`src/rtl/opcode_decoder.sv`:
```
// Registered opcode decoder for the 16-bit basic computer control unit.
// Optional OPCODE_DECODER_ILLEGAL_CHK_EN adds a registered illegal-B-field flag.
module opcode_decoder #(
  parameter int ADDR_BITS = 12,
  parameter int WIDTH     = ADDR_BITS + 4
) (
  input  logic                 clock,
  input  logic                 reset,
  input  logic                 load,
  input  logic [WIDTH-1:0]     instr,
  output logic [7:0]           d,
  output logic                 indirect,
  output logic [ADDR_BITS-1:0] addr,
  output logic                 mem_ref,
  output logic                 reg_ref,
  output logic                 io_ref,
`ifdef OPCODE_DECODER_ILLEGAL_CHK_EN
  output logic                 illegal,
`endif
  output logic                 valid
);

  logic [2:0]           opc;
  logic                 ind_d, mem_d, reg_d, io_d;
  logic [7:0]           d_d, d_q;
  logic [ADDR_BITS-1:0] addr_d, addr_q;
  logic                 ind_q, mem_q, reg_q, io_q, valid_q;

  always_comb begin
    opc    = instr[ADDR_BITS+2:ADDR_BITS];
    ind_d  = instr[WIDTH-1];
    addr_d = instr[ADDR_BITS-1:0];
    d_d    = 8'h01 << opc;
    mem_d  = (opc != 3'b111);
    reg_d  = (opc == 3'b111) && !ind_d;
    io_d   = (opc == 3'b111) &&  ind_d;
  end

  always_ff @(posedge clock) begin
    if (reset) begin
      d_q     <= 8'h00;
      ind_q   <= 1'b0;
      addr_q  <= '0;
      mem_q   <= 1'b0;
      reg_q   <= 1'b0;
      io_q    <= 1'b0;
      valid_q <= 1'b0;
    end else if (load) begin
      d_q     <= d_d;
      ind_q   <= ind_d;
      addr_q  <= addr_d;
      mem_q   <= mem_d;
      reg_q   <= reg_d;
      io_q    <= io_d;
      valid_q <= 1'b1;
    end
  end

`ifdef OPCODE_DECODER_ILLEGAL_CHK_EN
  // Register/IO micro-ops must select exactly one B-field bit.
  logic onehot_b, illegal_d, illegal_q;
  always_comb begin
    onehot_b  = (addr_d != '0) && ((addr_d & (addr_d - 1'b1)) == '0);
    illegal_d = !mem_d && !onehot_b;
  end

  always_ff @(posedge clock) begin
    if (reset)     illegal_q <= 1'b0;
    else if (load) illegal_q <= illegal_d;
  end

  assign illegal = illegal_q;
`endif

  assign d        = d_q;
  assign indirect = ind_q;
  assign addr     = addr_q;
  assign mem_ref  = mem_q;
  assign reg_ref  = reg_q;
  assign io_ref   = io_q;
  assign valid    = valid_q;

endmodule

```
`config.mk`:
```
export PLATFORM = sky130hd
export DESIGN_NAME = opcode_decoder
export DESIGN_NICKNAME = d
export VERILOG_FILES = /design/src/rtl/opcode_decoder.sv
export SDC_FILE = /design/constraint.sdc
export NUM_CORES = 1
export LEC_CHECK = 0
export BUFFER_PORTS_ARGS = -buffer_cell sky130_fd_sc_hd__buf_2
export CORE_MARGIN = 10
export CORE_UTILIZATION = 40
export CTS_CLUSTER_DIAMETER = 100
export DETAILED_ROUTE_END_ITERATION = 16
export PLACE_DENSITY = 0.75
export SKIP_CTS_REPAIR_TIMING = 1
export SYNTH_ARGS = -nofsm -noshare
export SYNTH_HDL_FRONTEND = slang
export SYNTH_SLANG_ARGS = --single-unit
```
`constraint.sdc`:
```
create_clock -name clock -period 1 [get_ports clock]
set_clock_uncertainty 0.2 [all_clocks]
set_input_delay 0.05 -clock clock [delete_from_list [all_inputs] [get_ports clock]]
set_output_delay 0.05 -clock clock [all_outputs]
set_load 0.01 [all_outputs]
```
Yosys cells after proc, flatten, opt, wreduce, memory -nomap -nowiden

Cells that the tools add are included.

Equality and inequality tests: 2
Reductions and logical operators: 3
Shifts and indexed selects: 1

Operator list:

| operator                                        | number |
|---|---|
| << shifter 1 x 3 -> 8 bit, first input constant | 1 |
| == test 3 bit, second input constant            | 1 |
| inequality test 3 bit, second input constant    | 1 |
| logical AND 1 bit                               | 2 |
| zero test 1 bit                                 | 1 |

Flip-flop bits (word level): 25
Output and inout bits: 25
Logic and storage cells: 13
Input bits: 19

Logic depth before layout (Yosys ltp)

Gate-level depths: netlist of the first run.

Depth after elaboration: 2
Depth in mapped cells: 4
Depth with buffers taken out: 2

Least setup slack after synthesis of the first run

OpenSTA, ideal clock, no wires.

Path kind: register to register
Start: reg reg_ref (netlist name)
End: reg reg_q (netlist: reg_ref)
Path buffers: 0
Required time: 0.713 ns
Clock period less this slack: 1.034 ns
Setup time: 0.087 ns
Arrival time: 0.747 ns
Slack: -0.034 ns
Stages on the path, launching flop included: 3
Cell sequence: dfxtp_1 -> or3b_1 -> o31ai_1

RTL lines:

| what                 | RTL line | RTL |
|---|---|---|
| to (signal assigned) | 53       | `reg_q <= reg_d;` |
| to (decl)            | 27       | `logic ind_q, mem_q, reg_q, io_q, valid_q;` |

==> impl_results.rst, run 1 <==
.. list-table::
   :header-rows: 1

   * - Metric
     - Value
   * - Status
     - finished with violations
   * - Violations in the final reports
     - negative hold slack, negative setup slack
   * - Cells after synthesis
     - 90
   * - Net count of the finished layout
     - 178
   * - Number of distinct library cells after synthesis
     - 17
   * - Cell with the largest stage delay on the worst path
     - sky130_fd_sc_hd__dfxtp_2
   * - Synthesis warning total
     - 0
   * - Port-buffer cells
     - 43
   * - Crit path DAT
     - 1.07 ns
   * - Clock Tree Root
     - sky130_fd_sc_hd__clkbuf_4
   * - Max-cap violations
     - 0
   * - Critical-path maximum fanout
     - 2
   * - Clk_lat worst skew
     - 0.30 ns
   * - Most common cell after layout, fill and taps aside
     - sky130_fd_sc_hd__dfxtp_2
   * - Highest clock frequency the design can meet
     - about 0.96 GHz
   * - Count of filler cells inserted in the layout
     - 153
   * - Met1 global-route usage
     - 0.113
   * - HPWL Detailed
     - 1.80 mm
   * - Routed via count divided by cell count
     - a little under 5
   * - Leak
     - 0.000735 uW
   * - Maximum level of the CTS H-tree
     - 1
   * - Pins over their slew limit
     - 0
   * - Worst path max stage delay
     - around 0.35 ns
   * - Largest cells by area after synthesis
     - sky130_fd_sc_hd__dfxtp_1 53%, sky130_fd_sc_hd__mux2i_1 14%, sky130_fd_sc_hd__nand2b_1 6.0%, sky130_fd_sc_hd__nor2_1 6.0%, sky130_fd_sc_hd__a21oi_1 4.3%
   * - First-pass iteration count of the detailed router
     - 4
   * - Core Region
     - 2230 um2
   * - RSZ-0062 raised after global routing
     - yes
   * - Post-synthesis register bit count
     - 25
   * - Startpoint-to-endpoint class of the critical path
     - flop to flop
   * - Post-Syn Area
     - approximately 940 um2
   * - Number of antenna repair diodes
     - 0
   * - Power density of the placed cells
     - 1170 nW/um2
   * - Accumulated negative setup slack
     - -0.427 ns
   * - Number of antenna violations at the first check in global routing
     - 0
   * - Die X-Extent
     - slightly below 70 um
   * - Top library cells by usage in the layout, fill and taps aside
     - 25 x sky130_fd_sc_hd__dfxtp_2, 24 x sky130_fd_sc_hd__buf_6, 19 x sky130_fd_sc_hd__buf_2
   * - Placed cell areas
     - 1220 um2
   * - Type of the worst min-delay path
     - input port to flop
   * - Number of nets produced by synthesis
     - between 100 and 150
   * - GRT Overall Usage
     - 0.102
   * - Height of the die
     - 68.5 um
   * - Share of the yosys chip area belonging to registers
     - 0.532
   * - Slew headroom
     - 0.865
   * - Buffer and inverter count on the worst path
     - 0
   * - CP Launch Type
     - flop
   * - Setup Viol. Count Final
     - 26
   * - Final Hold Viols
     - 21
   * - Met2 usage in global routing
     - 0.157
   * - Final worst slack
     - -0.0373 ns
   * - Cell area after layout
     - 1600 um2
   * - Portion of the clock cycle consumed by the worst path in the final layout
     - 1.04
   * - Via count
     - 908
   * - Clock tree from TritonCTS
     - yes
   * - Clock Pin Slew Worst Setup and Hold Paths
     - 0.13 ns
   * - Crit-path cells
     - or3b_1 -> o31ai_2
   * - Worst supply voltage drop on vdd
     - a little over 0.9 mV
   * - Synth-to-layout area growth
     - 70.3%
   * - Transition time at the pin with the least slew margin
     - 0.197 ns
   * - Remaining routing DRC violations
     - 0
   * - Gpl congestion
     - 0.742
   * - Largest net degree at the start of global routing
     - 15
   * - Die ar.
     - 4690 um2
   * - Antenna viol nets, final
     - 0
   * - Buffer levels on the longest clock path
     - 2
   * - Worst hold slack across all endpoints
     - -0.214 ns
   * - Largest area contributor in the synthesized netlist
     - sky130_fd_sc_hd__dfxtp_1
   * - Fraction of layout cells with a size suffix above 1
     - 0.538
   * - Row cnt
     - 17
   * - Global routing usage on met3
     - 0.0596
   * - Aggregate routed wire length
     - 2.66 mm
   * - CP top delay family
     - flip-flops
   * - Via count of the first global-routing pass
     - ~900
   * - Worst setup slack before clock tree synthesis
     - -0.0882 ns
   * - Synthesized area per cell
     - 10.5 um2
   * - Final global-route overflow total
     - 0
   * - Critical Path End Type
     - flop
   * - Endpoint required time on the critical path
     - 1.03 ns
   * - Most heavily used metal layer in global routing
     - met2
   * - Share of Yosys cell area claimed by the top area cell type
     - 0.532
   * - Effective utilization at floorplan
     - 0.421
   * - Time the worst path needs with I/O delays and setup
     - 1.04 ns
   * - Detailed Route Iter0 Violations
     - 25
   * - Clock Sinks
     - 25
   * - Wire length of the first global-routing pass
     - around 3.8 mm
   * - Average wire length per cell after detail routing
     - 14.3 um
   * - I/O Pins
     - 44
   * - Number of buffers created by CTS
     - 3
[metrics by stage]
stage                     power, uW  utilization  std cells
final                          1880        0.718        186
after detailed placement       1350        0.547        164
after CTS                      1780        0.559        168
after global routing           1970        0.718        186
after floorplan                1220            -         90
after global placement         1340        0.547        164
[cell usage after synthesis]
cell type / count
sky130_fd_sc_hd__nand4_1: 1
sky130_fd_sc_hd__mux2i_1: 13
sky130_fd_sc_hd__nand4b_1: 3
sky130_fd_sc_hd__clkbuf_1: 3
sky130_fd_sc_hd__nand2b_1: 9
sky130_fd_sc_hd__inv_1: 2
sky130_fd_sc_hd__a21oi_1: 8
sky130_fd_sc_hd__o31ai_1: 1
sky130_fd_sc_hd__buf_2: 1
sky130_fd_sc_hd__or3b_1: 1
sky130_fd_sc_hd__dfxtp_1: 25
sky130_fd_sc_hd__o32ai_1: 1
sky130_fd_sc_hd__nor2_1: 15
sky130_fd_sc_hd__or4b_1: 1
sky130_fd_sc_hd__o211a_1: 1
sky130_fd_sc_hd__buf_6: 2
sky130_fd_sc_hd__nand4bb_1: 3
[routing by layer]
metal  wire (um)  up-vias  share of wire
met3         387        2           0.15
li1            -      445              -
met2        1210       34           0.45
met4           7        0         0.0026
met1        1050      427           0.40
met5           0        -              0
[cells by family after synthesis]
family,share of synthesized area
AND/OR/NAND/NOR,0.210
flip-flops,0.532
multiplexers,0.138
AO/OA/AOI/OAI,0.0705
buffers and inverters,0.0492
[path summary, 6_finish.rpt]
check | cells past startpoint | from | endpoint | slack, ns
worst min register to register | 2 | d[5] | d[5] | 0.29
worst max register to register | 2 | reg_ref | reg_ref | -0.04
worst max-delay path | 2 | reg_ref | reg_ref | -0.04
worst min-delay path | 2 | reset | indirect | -0.21
[state kept, by name, indices dropped and copies added, names as in the netlist]
name	count
io_ref	1
valid	1
reg_ref	1
indirect	1
d	8
addr	12
mem_ref	1
[area by class of cell]
| cell class | instances | area [um2] | area share |
|---|---|---|---|
| clock buffer | 4 | 26.3 | 0.0164 |
| multi-input combinational | 57 | 399 | 0.249 |
| inverter | 2 | 7.51 | 0.00468 |
| timing repair buffer | 70 | 603 | 0.376 |
| sequential | 25 | 532 | 0.332 |
| tap | 28 | 35.0 | 0.0219 |
[power by group]
| group | total [uW] | leakage [uW] | switching [uW] | internal, uW |
|---|---|---|---|---|
| clock network | 431 | 0.0000150 | 276 | 155 |
| registers | 1080 | 0.000215 | 32.8 | 1050 |
| logic | 365 | 0.000505 | 145 | 221 |
| total | 1880 | 0.000735 | 453 | 1430 |
(Power assumes the default switching activity.)
==> run 2: changes to the inputs <==
Settings changed: CORE_UTILIZATION 40 to 42, CTS_BUF_LIST set to sky130_fd_sc_hd__clkbuf_4, CTS_CLUSTER_SIZE set to 8, PLACE_DENSITY 0.75 to 0.78.
==> run 2 against run 1 <==
The flow still finishes with violations (negative hold slack, negative setup slack). Sequential share of layout area decreased by 0.13 points. Clock-buffer cell count did not move. Combinational power hardly changed. Global-route usage is 0.27 points lower. Maximum frequency barely moved. Total power rose by 1.8%. Clock power rose by 8.1%. Critical path type is now flop to primary output. Largest cell class unchanged.
==> impl_results.rst, run 2 (synthesized netlist as in run 1, its figures left out) <==
.. list-table::
   :header-rows: 1

   * - Metric
     - Value
   * - Number of cells on the worst reg-to-reg path
     - 2 (unchanged)
   * - Hold path start
     - reset
   * - Fraction of layout cells with a size suffix above 1
     - 0.541 (+0.00291)
   * - Crit Reg-Reg Startpoint
     - reg_ref
   * - Aggregate routed wire length
     - 2.78 mm (+4.9%)
   * - Core Region
     - 2170 um2 (-2.9%)
   * - Clock Pin Slew Worst Setup and Hold Paths
     - 0.13 ns (about the same)
   * - Placed cell areas
     - 1220 um2 (unchanged)
   * - Via count
     - 895 (-1.4%)
   * - Buffer and inverter count on the worst path
     - 1 (+1)
   * - Area of the multi-input gates
     - 394 um2 (-1.3%)
   * - Met3 WL post-DR
     - 409 um (+5.7%)
   * - CP top delay family
     - flip-flops
   * - Pins over their slew limit
     - 0 (unchanged)
   * - GRT Overall Usage
     - 0.0989 (-0.00265)
   * - RSZ-0062 raised after global routing
     - yes
   * - Power density of the placed cells
     - 1190 nW/um2 (+1.4%)
   * - Remaining routing DRC violations
     - 0 (unchanged)
   * - Startpoint-to-endpoint class of the critical path
     - flop to primary output
   * - Worst r2r dst
     - reg_ref
   * - Accumulated negative setup slack
     - -0.583 ns (-0.157 ns)
   * - Via count of the first global-routing pass
     - 849 (-4.9%)
   * - Final std cells w/o fill
     - 187 (+0.54%)
   * - HPWL Detailed
     - 1.76 mm (-2.5%)
   * - Instance count along the most critical hold path
     - 2 (unchanged)
   * - Port-buffer cells
     - 43 (unchanged)
   * - Number of cells in the design after placement
     - 164 (unchanged)
   * - Worst hold slack across all endpoints
     - -0.247 ns (-0.0338 ns)
   * - Gpl congestion
     - 0.715 (-3.7%)
   * - Final global-route overflow total
     - 0 (unchanged)
   * - Crit-path cells
     - buf_6
   * - Portion of the clock cycle consumed by the worst path in the final layout
     - 1.04 (about the same)
   * - Detailed Route Iter0 Violations
     - 20 (-20%)
   * - Endpoint required time on the critical path
     - 0.75 ns (-0.28 ns)
   * - Row cnt
     - 17 (unchanged)
   * - Worst path max stage delay
     - 0.37 ns (+0.02 ns)
   * - Type of the worst min-delay path
     - input port to flop
   * - I/O Pins
     - 44 (unchanged)
   * - Worst hold endpoint
     - d[7]
   * - Area of all sequential standard cells
     - 532 um2 (unchanged)
   * - Final worst slack
     - -0.0383 ns (-0.00101 ns)
   * - Antenna viol nets, final
     - 0 (unchanged)
   * - Wire length of the first global-routing pass
     - 3.58 mm (-5.1%)
   * - Clock Tree Root
     - sky130_fd_sc_hd__clkbuf_4
   * - Number of antenna repair diodes
     - 0 (unchanged)
   * - First-pass iteration count of the detailed router
     - 6 (+2)
   * - Number of antenna violations at the first check in global routing
     - 0 (unchanged)
   * - Most common cell after layout, fill and taps aside
     - sky130_fd_sc_hd__dfxtp_2
   * - Net count of the finished layout
     - 179 (+0.56%)
   * - Highest clock frequency the design can meet
     - 0.963 GHz (about the same)
   * - Top library cells by usage in the layout, fill and taps aside
     - 25 x sky130_fd_sc_hd__dfxtp_2, 24 x sky130_fd_sc_hd__buf_6, 19 x sky130_fd_sc_hd__buf_2
   * - Effective utilization at floorplan
     - 0.434 (+0.0124)
   * - Total met2 wirelength after detailed routing
     - 1.23 mm (+1.7%)
   * - Cell area after layout
     - 1610 um2 (+0.39%)
   * - Setup Viol. Count Final
     - 26 (unchanged)
   * - Average wire length per cell after detail routing
     - 14.9 um (+4.3%)
   * - Worst supply voltage drop on vdd
     - 0.949 mV (+2.9%)
   * - Largest net degree at the start of global routing
     - 14 (-1)
   * - Violations in the final reports
     - negative hold slack, negative setup slack
   * - Number of buffers created by CTS
     - 3 (unchanged)
   * - Critical Path End Type
     - primary output
   * - Die X-Extent
     - 67.3 um (-1.7%)
   * - Max-cap violations
     - 0 (unchanged)
   * - Leak
     - 0.000741 uW (+0.92%)
   * - Met1 routed wirelength after detailed routing
     - 1.13 mm (+7.8%)
   * - Clock Sinks
     - 25 (unchanged)
   * - Slew headroom
     - 0.863 (-0.00158)
   * - R2r setup slk
     - -0.04 ns (about the same)
   * - Final Hold Viols
     - 25 (+19%)
   * - CP Launch Type
     - flop
   * - Routed via count divided by cell count
     - 4.79 (-2.0%)
   * - Maximum level of the CTS H-tree
     - 1 (unchanged)
   * - Transition time at the pin with the least slew margin
     - 0.199 ns (+0.00231 ns)
   * - Synth-to-layout area growth
     - 71.0%
   * - Top routing layer used
     - met4
   * - Logic depth of the worst path, buffers included
     - 1 (-1)
   * - Time the worst path needs with I/O delays and setup
     - 1.04 ns (+0.00101 ns)
   * - Critical-path maximum fanout
     - 2 (unchanged)
   * - Cell with the largest stage delay on the worst path
     - sky130_fd_sc_hd__dfxtp_2
   * - Count of filler cells inserted in the layout
     - 157 (+2.6%)
   * - Clk_lat worst skew
     - 0.31 ns (about the same)
   * - Buffer levels on the longest clock path
     - 2 (unchanged)
   * - Status
     - finished with violations
   * - Die ar.
     - 4530 um2 (-3.4%)
   * - Clock tree from TritonCTS
     - yes
   * - Worst setup slack before clock tree synthesis
     - -0.113 ns (-0.0246 ns)
   * - Number of flip-flops under the largest register name
     - 12 (unchanged)
   * - Height of the die
     - 67.3 um (-1.7%)
   * - Crit path DAT
     - 0.79 ns (-0.28 ns)
-- run 2: changes by cell type in the layout (fill, tap and decap cells not counted) --
cell                       before  now
sky130_fd_sc_hd__buf_4         13   14
sky130_fd_sc_hd__clkbuf_1       1    0
sky130_fd_sc_hd__clkbuf_4       3    4
sky130_fd_sc_hd__o31ai_1        0    1
sky130_fd_sc_hd__o31ai_2        1    0
-- run 2: power by group --
part	internal [uW]	total, uW	switching [uW]
logic	220	365	145
registers	1050	1080	32.9
clock network	183	466	283
-- run 2: layer usage --
metal	vias up	global-route usage
met3	2	0.0628
met1	405	0.114
met5	-	0
met2	39	0.148
li1	449	-
met4	0	0.0308
-- run 2: how the worst max path moves through the flow --
stage          slack, ns  endpoint  startpoint
3_3_place_gp       -0.06      d[0]   instr[14]
5_1_grt            -0.09   reg_ref     reg_ref
3_5_place_dp       -0.11      d[0]   instr[14]
6_report           -0.04   addr[5]     addr[5]
4_1_cts            -0.06      d[5]        d[5]
2_1_floorplan      -0.01   reg_ref     reg_ref
-- run 2: through the flow --
stage          power (uW)  utilization
5_1_grt              2010        0.742
3_3_place_gp         1340        0.563
3_5_place_dp         1340        0.563
6_report             1910        0.742
2_1_floorplan        1220            -
4_1_cts              1790        0.577
-- run 2: final cells by class --
type | instances | area share
Multi-Input combinational cell | 57 | 0.245
Sequential cell | 25 | 0.330
Tap cell | 28 | 0.0218
Inverter | 2 | 0.00467
Timing Repair Buffer | 71 | 0.379
Clock buffer | 4 | 0.0187
